### src/rtl/afc_pkg.sv
// Shared constants for the adaptive-filter chain: sample width and the
// moving-average FILL/RUN state encoding.
package afc_pkg;

  localparam int SAMPLE_W = 24;

  typedef enum logic {
    ST_FILL = 1'b0,
    ST_RUN  = 1'b1
  } ma_state_t;

endpackage

### src/rtl/sample_ring_buffer.sv
// Purpose: N-entry circular sample store, single port at an internal wrapping pointer.
// Latency: oldest entry read combinationally; write and pointer step on the advance edge.
// Backpressure: none; advance is accepted every cycle it is high.
module sample_ring_buffer
  import afc_pkg::*;
#(
  parameter int DATA_WIDTH = SAMPLE_W,
  parameter int LOG2_N     = 4
) (
  input  logic                  clk,
  input  logic                  reset,
  input  logic                  advance,
  input  logic [DATA_WIDTH-1:0] wr_data,
  output logic [DATA_WIDTH-1:0] oldest
);

  logic [DATA_WIDTH-1:0] mem [1 << LOG2_N];
  logic [LOG2_N-1:0]     wr_ptr;

  always_ff @(posedge clk) begin
    if (reset) begin
      wr_ptr <= '0;
    end else if (advance) begin
      wr_ptr <= wr_ptr + 1'b1;
    end
  end

  // Contents are left unreset so the array can live in distributed RAM.
  always_ff @(posedge clk) begin
    if (advance) begin
      mem[wr_ptr] <= wr_data;
    end
  end

  assign oldest = mem[wr_ptr];

endmodule

### src/rtl/moving_average.sv
// Purpose: running average over the last 2^LOG2_N accepted samples (floor division).
// Latency: one cycle from accepted sample to registered data_out/data_out_valid.
// Backpressure: none; a sample is taken on every data_in_valid cycle.
module moving_average
  import afc_pkg::*;
#(
  parameter int DATA_WIDTH = SAMPLE_W,
  parameter int LOG2_N     = 4
) (
  input  logic                  clk,
  input  logic                  reset,
  input  logic [DATA_WIDTH-1:0] data_in,
  input  logic                  data_in_valid,
  output logic [DATA_WIDTH-1:0] data_out,
  output logic                  data_out_valid,
  output logic                  window_full
);

  localparam int              ACC_W     = DATA_WIDTH + LOG2_N;
  localparam logic [LOG2_N:0] LAST_FILL = (LOG2_N + 1)'((1 << LOG2_N) - 1);

  ma_state_t               state_q, state_d;
  logic [LOG2_N:0]         fill_cnt;
  logic signed [ACC_W-1:0] acc, acc_next, sub_term;
  logic [DATA_WIDTH-1:0]   oldest;
  logic                    accept;
  logic                    emit;

  // A sample coinciding with reset is dropped, including its buffer write.
  assign accept = data_in_valid & ~reset;

  sample_ring_buffer #(
    .DATA_WIDTH (DATA_WIDTH),
    .LOG2_N     (LOG2_N)
  ) u_ring (
    .clk     (clk),
    .reset   (reset),
    .advance (accept),
    .wr_data (data_in),
    .oldest  (oldest)
  );

  always_ff @(posedge clk) begin
    if (reset) begin
      state_q <= ST_FILL;
    end else begin
      state_q <= state_d;
    end
  end

  always_comb begin
    state_d  = state_q;
    sub_term = '0;
    emit     = 1'b0;
    case (state_q)
      ST_FILL: begin
        if (data_in_valid && fill_cnt == LAST_FILL) begin
          state_d = ST_RUN;
          emit    = 1'b1;
        end
      end
      ST_RUN: begin
        sub_term = ACC_W'($signed(oldest));
        emit     = data_in_valid;
      end
      default: state_d = ST_FILL;
    endcase
    acc_next = acc + ACC_W'($signed(data_in)) - sub_term;
  end

  always_ff @(posedge clk) begin
    if (reset) begin
      acc            <= '0;
      fill_cnt       <= '0;
      data_out       <= '0;
      data_out_valid <= 1'b0;
      window_full    <= 1'b0;
    end else begin
      data_out_valid <= emit;
      if (data_in_valid) begin
        acc <= acc_next;
        if (state_q == ST_FILL) begin
          fill_cnt <= fill_cnt + 1'b1;
        end
      end
      if (emit) begin
        data_out    <= DATA_WIDTH'(acc_next >>> LOG2_N);
        window_full <= 1'b1;
      end
    end
  end

endmodule

### config.mk
export PLATFORM = sky130hd
export DESIGN_NAME = moving_average
export DESIGN_NICKNAME = d
export VERILOG_FILES = /design/src/rtl/afc_pkg.sv /design/src/rtl/sample_ring_buffer.sv /design/src/rtl/moving_average.sv
export SDC_FILE = /design/constraint.sdc
export NUM_CORES = 1
export LEC_CHECK = 0
export CORE_MARGIN = 5
export CORE_UTILIZATION = 40
export DETAILED_ROUTE_END_ITERATION = 10
export GPL_TIMING_DRIVEN = 1
export PLACE_DENSITY = 0.65
export SYNTH_ARGS = -nofsm -noshare
export SYNTH_HDL_FRONTEND = slang
export SYNTH_SLANG_ARGS = --single-unit
### constraint.sdc
create_clock -name clk -period 4.2 [get_ports clk]
set_clock_uncertainty 0.15 [all_clocks]
set_input_delay 0.84 -clock clk [delete_from_list [all_inputs] [get_ports clk]]
set_output_delay 0.84 -clock clk [all_outputs]
set_load 0.01 [all_outputs]
==> impl_metrics.tcl <==
set metrics [dict create \
    initial_utilization_pct 40.3 \
    cts_hold_buf 0 \
    vias_per_cell 5.44 \
    crit_arrival_ns 4.73 \
    rsz0062_at_grt "yes" \
    violations "negative setup slack" \
    die_area_mm2 0.0549 \
    ys_seq_area_share_pct 64.1 \
    cp.required_ns 4.53 \
    placed_cells_incl_taps 2115 \
    grt_pass1_wl_um 78400 \
    dr.first_iter.drc_count 1241 \
    coreArea_mm2 0.0500 \
    gp_congestion 0.938 \
    worst_pin_slew_ns 0.856 \
    finalSetupViolCount 34 \
    slew_violations 0 \
    ys_ff_latch 452 \
    period_needed_ns 4.40 \
    cts_max_level 2 \
    diodes 0 \
    grt_overflow 0 \
    ir_drop_uv 286 \
    dr.pass1.iters 5 \
    fin_ws_ns -0.204 \
    cts_root_buffer "clkbuf_16" \
    clockBufferDepth 3 \
    synth_top_area_share_pct 57.3 \
    grtUsageTotal_pct 19.0 \
    synth-edff-count 384 \
    fmax_mhz 227 \
    max-cap-violations 0 \
    pin_count 53 \
    drtAntennaViolNets 0 \
    end_kind "flop" \
    finalHoldViolations 0 \
    synth_area_leaders "edfxtp_1, mux4_2, dfxtp_1" \
    grt_max_degree 74 \
    area_growth_pct 27.3 \
    cts_buffers 45 \
    relSlewSlack_pct 42.9 \
    async_flop_share_pct 0 \
    cellLeakagePower_nw 8.87 \
    cts.sinks 452 \
    layout-drive-gt1-share_pct 34.5 \
    std_cell_rows 82 \
    grt_antenna_before_repair 0 \
    drt-total-wl_um 51400 \
    netlist_instances 1280 \
    io_buffers 52 \
    grt_pass1_vias 12580 \
    syn_area_mm2 0.0201 \
    yosysWarningCount 0 \
    hold_path.class "flop to flop" \
    clk-insertion-delay-late_ns 0.58 \
    fillCellCount 4041 \
    ys.flop_type "edfxtp_1" \
    nets 1619 \
    fp.dieH_um 234 \
    vias 12178 \
    fin_cells 2239 \
    dpl_worst_slack_ns -0.387 \
    fin_crit_sh_pct 105 \
    yosysTopAreaCell "edfxtp_1" \
    synth.avg_cell_area_um2 15.7 \
    outcome "finished, violations left" \
    crit_fanout 7 \
    drcViolationCount 0 \
    synth_fp_nets 1369 \
    worst_setup_path_start_kind "flop" \
    criticalPathCategory "flop to flop" \
    powerDensity_mw_per_mm2 547 \
    wire_per_inst_um 23.0 \
    die_w_um 234 \
    ys_types 66 \
    cts_tree "yes" \
    post-dp-hpwl_um 32500 \
    clk_pin_slew_ns 0.07 \
]
==> registers in the layout, summed over array words and instances (netlist names), named ones only <==
| register | flops |
|---|---|
| u_ring.wr_ptr | 4 |
| data_out_valid | 1 |
| acc | 28 |
| data_out | 24 |
| window_full | 1 |
| fill_cnt | 5 |
| u_ring.mem | 384 |
| state_q | 1 |
==> worst max-delay path, cell delays in order, from the launching register on <==
cell,delay (ns)
dfxtp_4,0.39
buf_12,0.14
buf_12,0.13
mux4_2,0.48
mux4_2,0.51
and2_4,0.16
fa_1,0.51
inv_2,0.06
fa_2,0.40
a211oi_4,0.24
o211ai_1,0.14
buf_4,0.17
a21oi_2,0.14
buf_4,0.14
nor4b_4,0.05
or4_1,0.40
o311ai_1,0.09
==> repair_timing <==
item,in CTS,in global routing
buffers inserted,36,7
gates resized for setup,158,27
cloned,5,0
pin swaps,72,35
endpoints found under the setup margin,39,43
==> area by class of cell <==
cell class / count / area [um^2] / share of cell area (%)
Clock buffer: 54 / 1160 / 4.53
Clock inverter: 30 / 307 / 1.20
Inverter: 106 / 398 / 1.55
Multi-Input combinational cell: 650 / 7310 / 28.5
Sequential cell: 452 / 12900 / 50.4
Tap cell: 672 / 841 / 3.28
Timing Repair Buffer: 275 / 2700 / 10.5
==> final timing paths <==
kind,from,to,slack (ns),cells after the start
worst max-delay path,flop,acc[26]$_SDFFE_PP0P_,-0.20,16
worst min-delay path,data_out[0]$_SDFFE_PP0P_,data_out[0]$_SDFFE_PP0P_,0.31,2
worst max register to register,flop,acc[26]$_SDFFE_PP0P_,-0.20,16
worst min register to register,data_out[0]$_SDFFE_PP0P_,data_out[0]$_SDFFE_PP0P_,0.31,2
==> layer usage <==
layer / up-vias / wire length (um) / track usage (%)
li1: 5428 / - / -
met3: 73 / 3220 / 3.31
met4: 0 / 1060 / 4.63
met5: - / 0 / 0
met2: 386 / 25100 / 31.2
met1: 6291 / 22100 / 26.6
==> per-stage QoR <==
| step | power [mW] | area, um^2 | setup TNS, ns | utilization [%] | hold slack, ns |
|---|---|---|---|---|---|
| 4_1_cts | 13.9 | 25500 | -4.19 | 51.1 | 0.306 |
| 3_3_place_gp | 8.87 | 22800 | -6.35 | 45.7 | 0.294 |
| 2_1_floorplan | 7.28 | 20200 | -0.00817 | - | 0.300 |
| 3_5_place_dp | 8.92 | 22800 | -7.75 | 45.7 | 0.297 |
| 5_1_grt | 14.7 | 25600 | -9.35 | 51.3 | 0.320 |
| 6_report | 14.0 | 25600 | -3.42 | 51.3 | 0.306 |
==> cells by family after synthesis <==
family | share of synthesized area, %
DFF | 64.1
and+or+nand+nor | 7.40
muxes | 14.2
AOI/OAI and AO/OA | 5.11
adders and majority gates | 4.86
xor gates and xnor gates | 0.696
buffers and inverters | 3.66
==> where the power goes <==
| part | internal, mW | switching (mW) | total, mW |
|---|---|---|---|
| clock | 2.30 | 1.71 | 4.01 |
| sequential | 5.00 | 0.0764 | 5.08 |
| combinational | 2.44 | 2.48 | 4.92 |
==> synth_stat cells, drive strengths merged, types with 14 or more instances <==
cell,instances
o211ai,14
nand2,63
nand3,28
mux4,119
ha,35
nor3,15
inv,106
edfxtp,384
dfxtp,68
fa,27
nand4,16
nor2,48
buf,36
mux2i,17
o21ai,31
and2,41
a21oi,44
clkbuf,36
==> cell usage in the layout, fill, tap and decap left out, types with 19 or more instances in the layout <==
cell,netlist,routed
edfxtp_1,384,384
buf_4,0,172
mux4_2,119,119
inv_1,105,99
dfxtp_1,68,65
nand2_1,63,54
clkdlybuf4s50_1,0,50
nor2_1,48,47
clkbuf_16,0,45
and2_1,41,27
buf_12,0,27
a21oi_1,41,26
fa_1,27,26
nand3_1,28,23
ha_4,0,23
buf_6,6,19
(Power assumes the default switching activity.)
